## config.mk

```make
export PLATFORM = sky130hd
export DESIGN_NAME = cpu_trace_buffer
export DESIGN_NICKNAME = d
export VERILOG_FILES = /design/src/rtl/cpu_trace_buffer.sv
export SDC_FILE = /design/constraint.sdc
export NUM_CORES = 2
export LEC_CHECK = 0
export CAP_MARGIN = 10
export CORE_MARGIN = 8
export CORE_UTILIZATION = 60
export DETAILED_ROUTE_END_ITERATION = 6
export PLACE_DENSITY = 0.86
export SLEW_MARGIN = 10
export SYNTH_ARGS = -nofsm -noshare
export SYNTH_HDL_FRONTEND = slang
export SYNTH_SLANG_ARGS = --single-unit
```

## constraint.sdc

```tcl
create_clock -name clk -period 41.8 [get_ports clk]
set_input_delay 8.36 -clock clk [delete_from_list [all_inputs] [get_ports clk]]
set_output_delay 8.36 -clock clk [all_outputs]
set_load 0.02 [all_outputs]
```

## src/rtl/cpu_trace_buffer.sv

```systemverilog
// Event tracer for the multi-cycle core: captures one prioritised,
// timestamped record per cycle into a first-word-fall-through FIFO.
module cpu_trace_buffer #(
  parameter int ADDR_W = 32,
  parameter int DATA_W = 32,
  parameter int DEPTH  = 16,
  parameter int TS_W   = 16,
  parameter int RA_W   = 5,
  localparam int PW    = $clog2(DEPTH),
  localparam int LW    = PW + 1
) (
  input  logic              clk,
  input  logic              reset,
  input  logic              cfg_enable,
  input  logic              cfg_wrap,
  input  logic              cfg_trig_en,
  input  logic [ADDR_W-1:0] cfg_trig_pc,
  input  logic [3:0]        cfg_mask,
  input  logic [ADDR_W-1:0] pc_current,
  input  logic              ir_write,
  input  logic [DATA_W-1:0] instruction,
  input  logic              mem_read,
  input  logic              mem_write,
  input  logic [ADDR_W-1:0] memory_address,
  input  logic [DATA_W-1:0] memory_data_out,
  input  logic [DATA_W-1:0] b_reg_out,
  input  logic              reg_write,
  input  logic [RA_W-1:0]   reg_write_addr,
  input  logic [DATA_W-1:0] reg_write_data,
  output logic              out_valid,
  input  logic              out_ready,
  output logic [1:0]        out_type,
  output logic [TS_W-1:0]   out_ts,
  output logic [ADDR_W-1:0] out_pc,
  output logic [ADDR_W-1:0] out_addr,
  output logic [DATA_W-1:0] out_data,
  output logic [LW-1:0]     level,
  output logic [15:0]       overflow_cnt,
  output logic [1:0]        state
);

  typedef enum logic [1:0] {
    IDLE    = 2'd0,
    ARMED   = 2'd1,
    CAPTURE = 2'd2,
    STOPPED = 2'd3
  } state_e;

  state_e            state_q, state_d;
  logic [PW-1:0]     rd_q, rd_d, wr_q, wr_d;
  logic [LW-1:0]     lvl_q, lvl_d;
  logic [15:0]       ovf_q, ovf_d;
  logic [TS_W-1:0]   ts_q;

  logic [1:0]        typ_m  [DEPTH];
  logic [TS_W-1:0]   ts_m   [DEPTH];
  logic [ADDR_W-1:0] pc_m   [DEPTH];
  logic [ADDR_W-1:0] addr_m [DEPTH];
  logic [DATA_W-1:0] data_m [DEPTH];

  logic              q_f, q_mr, q_mw, q_rw;
  logic [2:0]        n_ev, inc;
  logic              match, capt, push_try, full, pop;
  logic              push_ok, ovw, stop;
  logic [1:0]        w_typ;
  logic [ADDR_W-1:0] w_addr;
  logic [DATA_W-1:0] w_data;
  logic [16:0]       ovf_sum;

  assign q_f   = ir_write  & cfg_mask[0];
  assign q_mr  = mem_read  & cfg_mask[1];
  assign q_mw  = mem_write & cfg_mask[2];
  assign q_rw  = reg_write & cfg_mask[3] & (reg_write_addr != '0);
  assign n_ev  = {2'b0, q_f} + {2'b0, q_mr} + {2'b0, q_mw} + {2'b0, q_rw};

  assign match = pc_current == cfg_trig_pc;
  assign capt  = cfg_enable &&
                 (state_q == CAPTURE || (state_q == ARMED && match));
  assign push_try = capt && (n_ev != 3'd0);
  assign full  = lvl_q == LW'(DEPTH);
  assign pop   = out_valid && out_ready;
  assign push_ok = push_try && (!full || pop || cfg_wrap);
  assign ovw   = push_try && full && !pop && cfg_wrap;
  assign stop  = push_try && full && !pop && !cfg_wrap;

  always_comb begin
    w_typ  = 2'd0;
    w_addr = '0;
    w_data = instruction;
    if (q_mw) begin
      w_typ  = 2'd2;
      w_addr = memory_address;
      w_data = b_reg_out;
    end else if (q_mr) begin
      w_typ  = 2'd1;
      w_addr = memory_address;
      w_data = memory_data_out;
    end else if (q_rw) begin
      w_typ  = 2'd3;
      w_addr = {{(ADDR_W-RA_W){1'b0}}, reg_write_addr};
      w_data = reg_write_data;
    end
  end

  // Losers of the priority pick, the winner itself when it cannot be
  // stored, and everything seen while stopped all count as drops.
  always_comb begin
    inc = 3'd0;
    if (push_try)
      inc = n_ev - 3'd1 + {2'b0, ovw | stop};
    else if (cfg_enable && state_q == STOPPED)
      inc = n_ev;
    ovf_sum = {1'b0, ovf_q} + {14'b0, inc};
    ovf_d   = ovf_sum[16] ? 16'hFFFF : ovf_sum[15:0];
  end

  always_comb begin
    rd_d  = rd_q + {{(PW-1){1'b0}}, pop | ovw};
    wr_d  = wr_q + {{(PW-1){1'b0}}, push_ok};
    lvl_d = lvl_q;
    if (push_ok && !pop && !ovw)
      lvl_d = lvl_q + LW'(1);
    else if (pop && !push_ok)
      lvl_d = lvl_q - LW'(1);
  end

  always_comb begin
    state_d = state_q;
    if (!cfg_enable) begin
      state_d = IDLE;
    end else begin
      case (state_q)
        IDLE:    state_d = cfg_trig_en ? ARMED : CAPTURE;
        ARMED:   state_d = match ? CAPTURE : ARMED;
        CAPTURE: state_d = stop ? STOPPED : CAPTURE;
        default: state_d = STOPPED;
      endcase
    end
  end

  always_ff @(posedge clk) begin
    if (!reset) begin
      state_q <= IDLE;
      rd_q    <= '0;
      wr_q    <= '0;
      lvl_q   <= '0;
      ovf_q   <= '0;
      ts_q    <= '0;
    end else begin
      state_q <= state_d;
      rd_q    <= rd_d;
      wr_q    <= wr_d;
      lvl_q   <= lvl_d;
      ovf_q   <= ovf_d;
      ts_q    <= ts_q + TS_W'(1);
    end
  end

  always_ff @(posedge clk) begin
    if (reset && push_ok) begin
      typ_m[wr_q]  <= w_typ;
      ts_m[wr_q]   <= ts_q;
      pc_m[wr_q]   <= pc_current;
      addr_m[wr_q] <= w_addr;
      data_m[wr_q] <= w_data;
    end
  end

  assign out_valid    = lvl_q != '0;
  assign out_type     = out_valid ? typ_m[rd_q]  : '0;
  assign out_ts       = out_valid ? ts_m[rd_q]   : '0;
  assign out_pc       = out_valid ? pc_m[rd_q]   : '0;
  assign out_addr     = out_valid ? addr_m[rd_q] : '0;
  assign out_data     = out_valid ? data_m[rd_q] : '0;
  assign level        = lvl_q;
  assign overflow_cnt = ovf_q;
  assign state        = state_q;

endmodule

```

==> flow_metrics.py <==
metrics = {
    "routing": {
        "vias_per_cell": 6.97,
        "detailedRoute.firstIterationViolations": 5782,
        "detailedRoute.firstPassIterationCount": 6,
        "via_count": 38400,
        "drt.antenna.violating_nets": 0,
        "wire_per_inst_um": 36.6,
        "post-route-drc-count": 0,
        "finalWirelength_mm": 202,
    },
    "setup_path": {
        "kind_of_critical_path": "in2reg",
        "timing.rr.start": "state[0]",
        "setup.reg_to_reg.worst_slack_ns": 36.67,
        "reg_to_reg_endpoint": "data_m[6][10]",
        "critical_path.cell_chain": "clkdlybuf4s50_1 -> or4_1 -> o211ai_1 -> buf_4 -> inv_1 -> buf_4 -> fa_1 -> ha_1 -> ha_1 -> nor3_1 -> or3b_2 -> o21ba_4 -> or2_1 -> nor3_2 -> buf_4 -> buf_4",
        "reg2reg_depth": 7,
        "timing.critical_path.from_type": "input port",
        "crit_slowest_cell": "sky130_fd_sc_hd__buf_4",
        "critical_path_required_ns": 42.20,
        "critPathCaptureType": "flop",
        "timing.critical_path.slowest_cell_delay_ns": 1.01,
        "dominant_cell_type_by_count_on_the_critical_path": "sky130_fd_sc_hd__buf_4",
        "critical_path_peak_fanout": 60,
        "critPathArrivalTime_ns": 15.29,
    },
    "sta": {
        "hold_viol": 0,
        "setup_viol_count_final": 0,
        "tightest_slew_ns": 1.26,
        "crit_path_time_final_ns": 14.89,
        "max_clk_rate_mhz": 67.2,
        "min_period_over_period": 0.356,
        "grt_setup_unrepaired": "false",
        "slew_viol_final": 0,
        "finalSetupTns_ns": 0,
        "relative_max_transition_margin": 0.153,
        "clock_skew_ns": 0.0375,
    },
    "synthesis": {
        "post_synth_mux_area_share": 0.177,
        "post_synth_num_cell_types": 46,
        "synth_nets": 3515,
        "synth_area_in_simple_gates": 0.0281,
        "postSynthCellCount": 3254,
        "asyncSetResetFlopFracSynth": 0,
        "synth-xor-area-share": 0.00731,
        "synth_enable_flop_cells": 1824,
        "syn_area_um2": 73000,
        "mean_area_per_synthesized_cell_um2": 22.4,
        "combinational_family_with_the_most_area_after_synthesis": "multiplexers",
        "ys_seq_area_frac": 0.763,
        "dominant_register_cell_in_the_synthesized_netlist": "sky130_fd_sc_hd__edfxtp_1",
        "synth_fa_ha_area_frac": 0.00339,
        "postSynthRegisterBits": 1871,
        "synth_compound_gate_area_share": 0.0104,
        "synthesis.yosys.warnings": 0,
    },
    "clock_tree": {
        "worst_setup_hold_path_clk_slew_ns": 0.06,
        "cts.sinks": 1871,
        "clockRootBuffer": "sky130_fd_sc_hd__clkbuf_16",
        "clk_path_buf_depth": 3,
        "post_cts_resized": 0,
        "worstSkewPairLatency_ns": 0.81,
        "cts_inserted_buffers": 175,
        "hold_buffers": 0,
        "cts_tree": "built",
        "postCtsSetupRepairBufs": 0,
        "h-tree-depth": 4,
    },
    "layout": {
        "area_overhead_vs_synth_pct": 16.2,
        "layout.core_utilization": 0.700,
        "n_fill_cell": 6443,
        "share_of_layout_cells_above_drive_strength_1": 0.245,
        "fin_nets": 3993,
    },
    "die": {
        "die_ht_um": 365,
        "ios": 381,
        "fp.dieW_um": 365,
        "floorplan.initialDensity": 0.602,
        "die_area_um2": 133000,
        "core_region_area_um2": 121000,
        "core_rows": 128,
    },
    "worst_hold_path": {
        "hold_end": "level[3]",
        "depth_of_the_worst_hold_timing_path": 2,
        "min_path_type": "reg2reg",
        "holdCritStartpoint": "level[3]",
    },
    "placement": {
        "port-buffer-count": 380,
        "gpl.final_weighted_congestion": 0.785,
        "dp.final_hpwl_mm": 97.4,
    },
    "power_and_ir_drop": {
        "p_per_area_nw_per_um2": 53.8,
        "power.static_leakage_nw": 25.9,
        "worst_ir_drop_vdd_mv": 0.0458,
        "power.total_mw": 4.57,
    },
    "global_route": {
        "grt_max_degree": 162,
        "grt_antenna_before_repair": 18,
        "grt_pass1_wl_mm": 287,
        "groute.usage.overall": 0.303,
        "number_of_global_route_vias_before_repair": 40900,
        "globalRoute.totalOverflow": 0,
    },
    "job": {
        "max_cap_viol_count": 0,
    },
    "status": {
        "run_status": "finished, final reports clean",
    },
}
==> routing by layer <==
layer  up-vias  routed length, um  global-route usage
met5         -                 55                   0
met3       750              22500              0.0754
met1     19700              66200               0.373
li1      14600                  -                   -
met4         8              11300               0.153
met2      3400             102000               0.503
==> layout by cell type (no fill, tap or decap), types with 37 or more instances in the layout <==
| master | netlist | routed |
|---|---|---|
| sky130_fd_sc_hd__o21ai_0 | 44 | 37 |
| sky130_fd_sc_hd__a21oi_1 | 85 | 84 |
| sky130_fd_sc_hd__clkinv_1 | 1 | 46 |
| sky130_fd_sc_hd__buf_4 | 0 | 93 |
| sky130_fd_sc_hd__nand2_1 | 127 | 127 |
| sky130_fd_sc_hd__xnor2_1 | 38 | 38 |
| sky130_fd_sc_hd__and2_1 | 150 | 149 |
| sky130_fd_sc_hd__clkdlybuf4s50_1 | 0 | 380 |
| sky130_fd_sc_hd__edfxtp_1 | 1824 | 1824 |
| sky130_fd_sc_hd__clkbuf_16 | 0 | 180 |
| sky130_fd_sc_hd__mux4_2 | 570 | 570 |
| sky130_fd_sc_hd__dfxtp_1 | 47 | 43 |
==> worst max-delay path, delay by kind of cell <==
family / cells / cell delay (ns)
adder cells (fa/ha/maj): 3 / 1.05
buffers and inverters: 6 / 3.11
AND/OR/NAND/NOR: 5 / 2.20
AO/OA/AOI/OAI: 2 / 0.45
==> area by class of cell <==
cell class | count | area [um2] | area share
sequential | 1871 | 55700 | 0.656
multi-input combinational | 1194 | 16600 | 0.196
clock buffer | 209 | 4610 | 0.0543
timing repair buffer | 478 | 4600 | 0.0542
tap | 1625 | 2030 | 0.0240
clock inverter | 116 | 1240 | 0.0146
inverter | 12 | 47.5 | 0.000560
antenna | 8 | 20.0 | 0.000236
==> synth_stat cells, types with 6 or more instances <==
cell,instances,area [um2]
sky130_fd_sc_hd__edfxtp_1,1824,54800
sky130_fd_sc_hd__nor4_1,6,37.5
sky130_fd_sc_hd__dfxtp_1,47,941
sky130_fd_sc_hd__and2_1,150,938
sky130_fd_sc_hd__ha_1,15,188
sky130_fd_sc_hd__nand4_1,10,62.6
sky130_fd_sc_hd__nand2_1,127,477
sky130_fd_sc_hd__xor2_1,23,201
sky130_fd_sc_hd__nor3_1,20,100
sky130_fd_sc_hd__nand3_1,20,100
sky130_fd_sc_hd__buf_2,60,300
sky130_fd_sc_hd__nor2_1,29,109
sky130_fd_sc_hd__clkbuf_1,109,409
sky130_fd_sc_hd__a21oi_1,85,425
sky130_fd_sc_hd__inv_1,11,41.3
sky130_fd_sc_hd__xnor2_1,38,333
sky130_fd_sc_hd__mux4_2,570,12800
sky130_fd_sc_hd__mux2i_1,6,60.1
sky130_fd_sc_hd__o21ai_0,44,220
sky130_fd_sc_hd__and3_1,7,43.8
==> flip-flops by register name, summed over array words and instances (netlist names) <==
signal / cells
ts_q: 16
pc_m: 512
wr_q: 4
typ_m: 32
level: 5
data_m: 512
ts_m: 256
rd_q: 4
state: 2
overflow_cnt: 16
addr_m: 512
==> report_power, final <==
group / internal, mW / switching (mW) / leakage, nW
logic: 0.400 / 0.431 / 6.35
clock network: 0.934 / 0.718 / 2.85
registers: 2.07 / 0.0172 / 16.7
==> how the worst max path moves through the flow <==
stage	slack (ns)	cells past startpoint	start	endpoint
after global placement	26.45	24	reg_write_addr[1]	overflow_cnt[13]
final	26.91	16	reg_write_addr[1]	data_m[6][10]
after floorplan	18.78	13	reg_write_addr[1]	addr_m[0][0]
after CTS	26.81	7	rd_q[0]	out_data[4]
after detailed placement	26.36	16	reg_write_addr[1]	addr_m[6][10]
after global routing	26.53	7	rd_q[0]	out_data[5]
==> kinds of logic after synthesis <==
group | Yosys count
DFF | 1871
muxes | 578
and+or+nand+nor | 394
buffers and inverters | 189
AOI/OAI and AO/OA | 143
xor gates and xnor gates | 61
adders and majority gates | 18
==> metrics by stage <==
step	cells	setup WS (ns)	area [um2]	hold WS [ns]
floorplan	3254	18.78	73000	0.528
global placement	5180	26.45	79000	0.510
detailed placement	5180	26.36	79000	0.514
CTS	5505	26.81	84900	0.525
global route	5510	26.53	84900	0.584
finish	5513	26.91	84900	0.520
No activity file was read; power rests on OpenSTA's default activity.
